## src/rtl/lpc_reg_arbiter_if.sv

```systemverilog
// lpc_reg_arbiter_if: bus bundle between the LPC decoder (host), the on-board
// secondary master, and the register block / read mux.
//   Host side      : HostWr, HostRd, HostAddr, HostData
//   Secondary side : SecReq, SecWe, SecAddr, SecWData -> SecAck, SecErr, SecRData, SecBusy
//   Register side  : RegWr, RegRd, RegAddr, RegData -> RegRdData
// Modports: slave = arbiter view, master = environment (decoder/secondary/reg block) view.
interface lpc_reg_arbiter_if;
   localparam int unsigned DW = 8;

   logic          HostWr;
   logic          HostRd;
   logic [DW-1:0] HostAddr;
   logic [DW-1:0] HostData;
   logic          SecReq;
   logic          SecWe;
   logic [DW-1:0] SecAddr;
   logic [DW-1:0] SecWData;
   logic [DW-1:0] RegRdData;
   logic          RegWr;
   logic          RegRd;
   logic [DW-1:0] RegAddr;
   logic [DW-1:0] RegData;
   logic          SecAck;
   logic          SecErr;
   logic [DW-1:0] SecRData;
   logic          SecBusy;

   modport slave (
      input  HostWr, HostRd, HostAddr, HostData,
      input  SecReq, SecWe, SecAddr, SecWData,
      input  RegRdData,
      output RegWr, RegRd, RegAddr, RegData,
      output SecAck, SecErr, SecRData, SecBusy
   );

   modport master (
      output HostWr, HostRd, HostAddr, HostData,
      output SecReq, SecWe, SecAddr, SecWData,
      output RegRdData,
      input  RegWr, RegRd, RegAddr, RegData,
      input  SecAck, SecErr, SecRData, SecBusy
   );
endinterface

```

## src/rtl/lpc_reg_arbiter.sv

```systemverilog
// lpc_reg_arbiter: shares the LPC register-file port between the LPC decoder
// (absolute priority, fixed timing) and a secondary req/ack master.
// Ports:
//   LpcClock  - 33 MHz LPC clock, only clock
//   PciReset  - asynchronous active-high reset
//   bus       - lpc_reg_arbiter_if.slave (host strobes, secondary handshake,
//               registered register-block strobes and read-data return)
// Parameters:
//   RD_LAT  - cycles from RegRd to valid RegRdData (1..3)
//   SEC_TMO - max host-deferred cycles before a secondary request errors (4..255)
// Optional build macro LPC_ARB_PROT_EN: when defined, secondary writes to
// 8'h00..8'h0F are rejected with SecErr; reads of that range stay legal.
module lpc_reg_arbiter #(
   parameter int unsigned RD_LAT  = 1,
   parameter int unsigned SEC_TMO = 64
) (
   input  logic             LpcClock,
   input  logic             PciReset,
   lpc_reg_arbiter_if.slave bus
);
   localparam int unsigned DW    = 8;
   localparam int unsigned CNT_W = 8;
   localparam int unsigned LAT_W = 2;
   localparam logic [CNT_W-1:0] TMO_LIMIT = CNT_W'(SEC_TMO);

   typedef enum logic [2:0] {
      ST_IDLE,
      ST_ISSUE,
      ST_WAIT,
      ST_ACK,
      ST_ERR
   } state_t;

   state_t             r_state,     w_state_nxt;
   logic [CNT_W-1:0]   r_tmo_cnt,   w_tmo_nxt;
   logic [LAT_W-1:0]   r_lat_cnt,   w_lat_nxt;
   logic               r_abort,     w_abort_nxt;
   logic               r_we;
   logic [DW-1:0]      r_addr;
   logic [DW-1:0]      r_wdata;
   logic               r_reg_wr,    w_reg_wr_nxt;
   logic               r_reg_rd,    w_reg_rd_nxt;
   logic [DW-1:0]      r_reg_addr,  w_reg_addr_nxt;
   logic [DW-1:0]      r_reg_data,  w_reg_data_nxt;
   logic               r_sec_ack,   w_sec_ack_nxt;
   logic               r_sec_err,   w_sec_err_nxt;
   logic [DW-1:0]      r_sec_rdata;
   logic               r_sec_busy,  w_sec_busy_nxt;
   logic               w_latch;
   logic               w_capture;
   logic               w_host_any;
   logic               w_prot;
   logic [CNT_W-1:0]   w_tmo_inc;

   // Protected-range comparator only exists when the feature is built in
`ifdef LPC_ARB_PROT_EN
   assign w_prot = r_we & (r_addr[7:4] == 4'h0);
`else
   assign w_prot = 1'b0;
`endif

   assign w_host_any = bus.HostWr | bus.HostRd;
   assign w_tmo_inc  = (r_tmo_cnt == {CNT_W{1'b1}}) ? r_tmo_cnt : r_tmo_cnt + CNT_W'(1);

   // Next-state and next-output logic
   always_comb begin
      w_state_nxt    = r_state;
      w_tmo_nxt      = r_tmo_cnt;
      w_lat_nxt      = r_lat_cnt;
      w_abort_nxt    = r_abort;
      w_latch        = 1'b0;
      w_capture      = 1'b0;
      // Host strobes are always forwarded; address/data hold otherwise
      w_reg_wr_nxt   = bus.HostWr;
      w_reg_rd_nxt   = bus.HostRd & ~bus.HostWr;
      w_reg_addr_nxt = w_host_any ? bus.HostAddr : r_reg_addr;
      w_reg_data_nxt = bus.HostWr ? bus.HostData : r_reg_data;

      unique case (r_state)
         ST_IDLE: begin
            w_tmo_nxt   = '0;
            w_abort_nxt = 1'b0;
            if (bus.SecReq) begin
               w_latch     = 1'b1;
               w_state_nxt = ST_ISSUE;
            end
         end
         ST_ISSUE: begin
            if (!bus.SecReq) begin
               w_state_nxt = ST_IDLE;
            end else if (w_prot) begin
               w_state_nxt = ST_ERR;
            end else if (w_host_any) begin
               // Deferred by host traffic this cycle
               w_tmo_nxt = w_tmo_inc;
               if (w_tmo_inc >= TMO_LIMIT) w_state_nxt = ST_ERR;
            end else begin
               w_reg_wr_nxt   = r_we;
               w_reg_rd_nxt   = ~r_we;
               w_reg_addr_nxt = r_addr;
               if (r_we) begin
                  w_reg_data_nxt = r_wdata;
                  w_state_nxt    = ST_ACK;
               end else begin
                  w_lat_nxt   = LAT_W'(RD_LAT);
                  w_state_nxt = ST_WAIT;
               end
            end
         end
         ST_WAIT: begin
            if (!bus.SecReq) w_abort_nxt = 1'b1;
            if (r_lat_cnt == '0) begin
               // Read data is valid this cycle; an aborted read ends silently
               if (r_abort || !bus.SecReq) begin
                  w_state_nxt = ST_IDLE;
               end else begin
                  w_capture   = 1'b1;
                  w_state_nxt = ST_ACK;
               end
            end else begin
               w_lat_nxt = r_lat_cnt - LAT_W'(1);
            end
         end
         ST_ACK:  w_state_nxt = ST_IDLE;
         ST_ERR:  w_state_nxt = ST_IDLE;
         default: w_state_nxt = ST_IDLE;
      endcase

      // Handshake outputs are registered from the upcoming state
      w_sec_ack_nxt  = (w_state_nxt == ST_ACK);
      w_sec_err_nxt  = (w_state_nxt == ST_ERR);
      w_sec_busy_nxt = (w_state_nxt == ST_ISSUE) || (w_state_nxt == ST_WAIT);
   end

   // State, request latch and registered outputs
   always_ff @(posedge LpcClock or posedge PciReset) begin
      if (PciReset) begin
         r_state     <= ST_IDLE;
         r_tmo_cnt   <= '0;
         r_lat_cnt   <= '0;
         r_abort     <= 1'b0;
         r_we        <= 1'b0;
         r_addr      <= '0;
         r_wdata     <= '0;
         r_reg_wr    <= 1'b0;
         r_reg_rd    <= 1'b0;
         r_reg_addr  <= '0;
         r_reg_data  <= '0;
         r_sec_ack   <= 1'b0;
         r_sec_err   <= 1'b0;
         r_sec_rdata <= '0;
         r_sec_busy  <= 1'b0;
      end else begin
         r_state     <= w_state_nxt;
         r_tmo_cnt   <= w_tmo_nxt;
         r_lat_cnt   <= w_lat_nxt;
         r_abort     <= w_abort_nxt;
         r_reg_wr    <= w_reg_wr_nxt;
         r_reg_rd    <= w_reg_rd_nxt;
         r_reg_addr  <= w_reg_addr_nxt;
         r_reg_data  <= w_reg_data_nxt;
         r_sec_ack   <= w_sec_ack_nxt;
         r_sec_err   <= w_sec_err_nxt;
         r_sec_busy  <= w_sec_busy_nxt;
         if (w_latch) begin
            r_we    <= bus.SecWe;
            r_addr  <= bus.SecAddr;
            r_wdata <= bus.SecWData;
         end
         if (w_capture) r_sec_rdata <= bus.RegRdData;
      end
   end

   assign bus.RegWr    = r_reg_wr;
   assign bus.RegRd    = r_reg_rd;
   assign bus.RegAddr  = r_reg_addr;
   assign bus.RegData  = r_reg_data;
   assign bus.SecAck   = r_sec_ack;
   assign bus.SecErr   = r_sec_err;
   assign bus.SecRData = r_sec_rdata;
   assign bus.SecBusy  = r_sec_busy;
endmodule
```

## src/flat_wrapper.sv

```systemverilog
// flat-port wrapper written by rule: the top's interface ports become plain ports
module lpc_reg_arbiter_flat 
#(
   parameter int unsigned RD_LAT  = 1,
   parameter int unsigned SEC_TMO = 64
)
  (LpcClock, PciReset, bus_HostWr, bus_HostRd, bus_HostAddr, bus_HostData, bus_SecReq, bus_SecWe, bus_SecAddr, bus_SecWData, bus_RegRdData, bus_RegWr, bus_RegRd, bus_RegAddr, bus_RegData, bus_SecAck, bus_SecErr, bus_SecRData, bus_SecBusy);
  lpc_reg_arbiter_if bus_i ();
  input  logic LpcClock;
  input  logic PciReset;
  input wire logic [$bits(bus_i.HostWr)-1:0] bus_HostWr;
  input wire logic [$bits(bus_i.HostRd)-1:0] bus_HostRd;
  input wire logic [$bits(bus_i.HostAddr)-1:0] bus_HostAddr;
  input wire logic [$bits(bus_i.HostData)-1:0] bus_HostData;
  input wire logic [$bits(bus_i.SecReq)-1:0] bus_SecReq;
  input wire logic [$bits(bus_i.SecWe)-1:0] bus_SecWe;
  input wire logic [$bits(bus_i.SecAddr)-1:0] bus_SecAddr;
  input wire logic [$bits(bus_i.SecWData)-1:0] bus_SecWData;
  input wire logic [$bits(bus_i.RegRdData)-1:0] bus_RegRdData;
  output wire logic [$bits(bus_i.RegWr)-1:0] bus_RegWr;
  output wire logic [$bits(bus_i.RegRd)-1:0] bus_RegRd;
  output wire logic [$bits(bus_i.RegAddr)-1:0] bus_RegAddr;
  output wire logic [$bits(bus_i.RegData)-1:0] bus_RegData;
  output wire logic [$bits(bus_i.SecAck)-1:0] bus_SecAck;
  output wire logic [$bits(bus_i.SecErr)-1:0] bus_SecErr;
  output wire logic [$bits(bus_i.SecRData)-1:0] bus_SecRData;
  output wire logic [$bits(bus_i.SecBusy)-1:0] bus_SecBusy;
  assign bus_i.HostWr = bus_HostWr;
  assign bus_i.HostRd = bus_HostRd;
  assign bus_i.HostAddr = bus_HostAddr;
  assign bus_i.HostData = bus_HostData;
  assign bus_i.SecReq = bus_SecReq;
  assign bus_i.SecWe = bus_SecWe;
  assign bus_i.SecAddr = bus_SecAddr;
  assign bus_i.SecWData = bus_SecWData;
  assign bus_i.RegRdData = bus_RegRdData;
  assign bus_RegWr = bus_i.RegWr;
  assign bus_RegRd = bus_i.RegRd;
  assign bus_RegAddr = bus_i.RegAddr;
  assign bus_RegData = bus_i.RegData;
  assign bus_SecAck = bus_i.SecAck;
  assign bus_SecErr = bus_i.SecErr;
  assign bus_SecRData = bus_i.SecRData;
  assign bus_SecBusy = bus_i.SecBusy;
  lpc_reg_arbiter #(.RD_LAT(RD_LAT), .SEC_TMO(SEC_TMO)) u_core (.LpcClock(LpcClock), .PciReset(PciReset), .bus(bus_i));
endmodule
```

## config.mk

```make
export PLATFORM = sky130hd
export DESIGN_NAME = lpc_reg_arbiter_flat
export DESIGN_NICKNAME = d
export VERILOG_FILES = /design/src/rtl/lpc_reg_arbiter_if.sv /design/src/rtl/lpc_reg_arbiter.sv /design/src/flat_wrapper.sv
export SDC_FILE = /design/constraint.sdc
export NUM_CORES = 1
export LEC_CHECK = 0
export BUFFER_PORTS_ARGS = -buffer_cell sky130_fd_sc_hd__buf_2
export CORE_ASPECT_RATIO = 1.5
export CORE_UTILIZATION = 49
export CTS_BUF_LIST = sky130_fd_sc_hd__clkbuf_8
export DETAILED_ROUTE_END_ITERATION = 12
export PLACE_DENSITY = 0.76
export SLEW_MARGIN = 40
export SYNTH_ARGS = -nofsm -noshare
export SYNTH_HDL_FRONTEND = slang
export SYNTH_SLANG_ARGS = --single-unit
```

## constraint.sdc

```tcl
create_clock -name LpcClock -period 1.85 [get_ports LpcClock]
set_input_delay 0 -clock LpcClock [delete_from_list [all_inputs] [get_ports LpcClock]]
set_output_delay 0 -clock LpcClock [all_outputs]
set_load 0.005 [all_outputs]
```

==> results.md <==
* Vias in the first global route at 2,333
* Initial DRC Count at 127
* CTS tree: done
* Synth Warn # at 0
* Comb pwr share at 0.292
* Slew HR at 0.656
* Slowest CP cell: dfrtp_1
* Global-route usage over all layers at 0.242
* Multi-input gate area at 1130 um^2
* Synthesis-to-layout area growth at 41.9%
* Largest net degree at the start of global routing at 39
* Fin worst setup slack at 0.0999 ns
* Die height at 93.1 um
* Clock Skews at 0.00636 ns
* DP Worst Slack at 0.0924 ns
* Initial antenna violation count at 0
* WL final at 6.35 mm
* # rows at 32
* Vias per inst at 5.27
* Final Hold Viols at 0
* Dpl hpwl at 4.01 mm
* Register area share after synthesis at 0.554
* CTS max path bufs at 2
* # setup viols final at 0
* DR WL/cell at 14.5 um
* FF+latch area at 1500 um^2
* Final ANT Viol Nets at 0
* Status: completed
* Pwr dens at 1140 nW/um^2
* Yosys top cell by area: dfrtp_1
* Gp weighted congestion at 0.847
* Yosys top cell area share at 0.554
* Critical path's largest stage delay at 0.49 ns
* Sw Ratio at 0.294
* Net Count, Synth at 285
* Pleak at 1.81 nW
* Top post-synthesis cells by area: dfrtp_1 55%, mux2_2 10%, mux2i_1 6.3%, o21ai_0 3.1%, a21oi_1 3.0%
* Int Pwr at 3.09 mW
* Share of cells above drive strength 1 at 0.358
* Met2 GRT Util at 0.418
* Drt pass-1 iters at 4
* First-pass GRT wire length at 10.7 mm
* # nets final at 412
* WP depth at 4
* Root buf cell: clkbuf_8
* Buffers plus inverters on the worst setup path at 0
* Crit start category: flip-flop
* Input/output buffers at 74
* Core Util, Final at 0.733
* Fin crit period at 1.75 ns
* Max Cap Viol at 0
* Crit-path cells: and4bb_4, nand3_1, a21oi_1, mux2_2
* Yosys reg bits at 60
* Worst path arrival time at 1.96 ns
* Clock share of power at 0.260
* Grt peak-use layer: met2
* Drt drc at 0
* Netlist cell types at 37
* Vias at 2,305
* Crit path kind: reg2reg
* Top Family by Delay on Critical Path: simple AND/OR/NAND/NOR gates
* Met1 global-route usage at 0.269
* Initial core utilization at 0.516
* Filler Cell Count at 373
* Clk Latency, worst-skew pair at 0.33 ns
* WP data required at 2.06 ns
* Total net switching power at 1.29 mW
* Post-Synthesis Cell Area at 2710 um^2
* Grt total ovfl at 0
* Hold depth at 4
* # diodes at 0
* CP max FO at 9
* Area of the die at 5840 um^2
* Part of the power in registers at 0.448
* VDD IR-drop max at 0.000713 V
* Sink Count at 60
* Die width at 62.7 um
* Worst setup EP type: flip-flop
* Worst Reg2Reg Path Length in Cells at 4
* Worst Tran Pin Value at 0.513 ns
* Clk slew on worst S/H paths at 0.07 ns
* Setup TNS at 0 ns
* CTS HTree Levels at 3
* RSZ-0062 raised after global routing: yes
* Slew Limit Fails at 0
* Period utilization at 0.946
* Syn Area/Cell at 11.4 um^2
* Synthesized instance count at 237
* Min-delay worst type: in2reg
* Met3 Use GR at 0.0598
* Core footprint at 5250 um^2
* CTS buffer count at 9
* IO Count at 75
* Timing-limited maximum frequency at 0.571 GHz
==> synthesized netlist by cell type (all sizes together) <==
| cell type | count |
|---|---|
| nand4 | 1 |
| a31oi | 2 |
| o211ai | 2 |
| inv | 7 |
| nor4b | 1 |
| a211oi | 4 |
| a2111oi | 1 |
| mux2 | 25 |
| or3 | 2 |
| clkbuf | 5 |
| or4 | 1 |
| nand2 | 17 |
| nor2 | 17 |
| and4bb | 1 |
| a21boi | 1 |
| a211o | 1 |
| nand2b | 2 |
| o21ai | 18 |
| nand3 | 8 |
| mux2i | 17 |
| and2 | 1 |
| a21oi | 16 |
| a22o | 2 |
| nor3 | 3 |
| and3 | 3 |
| a21o | 2 |
| o41ai | 1 |
| nor2b | 2 |
| or2 | 2 |
| ha | 2 |
| buf | 7 |
| nor3b | 1 |
| dfrtp | 60 |
| a2bb2oi | 2 |
==> path summary, 6_finish.rpt <==
kind	from	to	slack, ns
worst min register to register	u_core.r_wdata[4]	u_core.bus.RegData[4]	0.49
worst max register to register	u_core.r_state[2]	u_core.r_lat_cnt[0]	0.1
worst min-delay path	bus_SecReq	u_core.r_abort	0.03
worst max-delay path	u_core.r_state[2]	u_core.r_lat_cnt[0]	0.1
max in group asynchronous	PciReset	u_core.bus.RegData[5]	1.02
min in group asynchronous	PciReset	u_core.bus.SecRData[4]	0.26
==> cells by family after synthesis <==
logic type / after synthesis / share of synthesized area
buffers and inverters: 19 / 0.0328
AND/OR/NAND/NOR: 62 / 0.118
adder cells (fa/ha/maj): 2 / 0.00924
multiplexers: 42 / 0.167
flip-flops: 60 / 0.554
AO/OA/AOI/OAI: 52 / 0.119
==> cell usage in the layout, fill, tap and decap left out, types with 2 or more instances in the layout <==
master         count
ha_1               2
a21o_1             2
nor3_1             3
buf_2             74
a211oi_1           4
mux2_2            25
nand2b_1           2
clkinv_2           2
dlygate4sd3_1     43
or3_1              2
and3_1             3
clkbuf_8          10
a2bb2oi_1          2
a21oi_1           16
nand2_1           17
inv_1              8
nor2_1            17
dfrtp_1           60
o21ai_0           17
or2_2              2
nand3_1            8
o211ai_1           2
a22o_1             2
buf_12             2
nor2b_1            2
a31oi_1            2
mux2i_1           17
buf_4              9
==> worst register-to-register path, delay by kind of cell, from the launching register on <==
kind / cells / cell delay [ns]
DFF: 1 / 0.49
AOI/OAI and AO/OA: 1 / 0.27
muxes: 1 / 0.37
and+or+nand+nor: 2 / 0.52
==> registers in the layout, indices dropped and copies added (netlist names), 2 cells and up <==
signal,count
u_core.r_wdata,8
u_core.r_addr,8
u_core.r_state,3
u_core.bus.RegAddr,8
u_core.bus.SecRData,8
u_core.r_lat_cnt,2
u_core.bus.RegData,8
u_core.r_tmo_cnt,8
==> through the flow <==
step | hold slack, ns | instances | instance area (um^2) | total power [mW]
after floorplan | 0.117 | 237 | 2710 | 2.71
after global placement | 0.0551 | 378 | 3210 | 3.12
after detailed placement | 0.0624 | 378 | 3210 | 3.16
after CTS | 0.0196 | 437 | 3830 | 4.37
after global routing | 0.0439 | 437 | 3840 | 4.65
final | 0.0252 | 437 | 3840 | 4.38
==> timing repair <==
item | CTS | global route
resized for setup | 0 | 2
hold buffers | 43 | 0
hold endpoints to repair | 64 | 0
setup buffers | 0 | 0
setup endpoints to repair | 0 | 4
==> area by class of cell <==
cell class / instances / share of cell area
tap: 68 / 0.0221
clock buffer: 10 / 0.0358
timing repair buffer: 128 / 0.236
inverter: 7 / 0.00684
clock inverter: 6 / 0.0146
multi-input combinational: 158 / 0.294
sequential: 60 / 0.391
==> routing by layer <==
| layer | up-vias | wire length [um] |
|---|---|---|
| li1 | 1097 | - |
| met1 | 1104 | 2410 |
| met2 | 78 | 3380 |
| met3 | 26 | 324 |
| met4 | 0 | 235 |
| met5 | - | 0 |
==> power by group through the flow <==
stage | logic [mW] | registers [mW] | clock network, mW
finish | 1.28 | 1.96 | 1.14
global placement | 1.16 | 1.96 | 0
detailed placement | 1.19 | 1.97 | 0
CTS | 1.26 | 1.95 | 1.15
floorplan | 0.760 | 1.94 | 0
global route | 1.41 | 2.02 | 1.22
(Power assumes the default switching activity.)
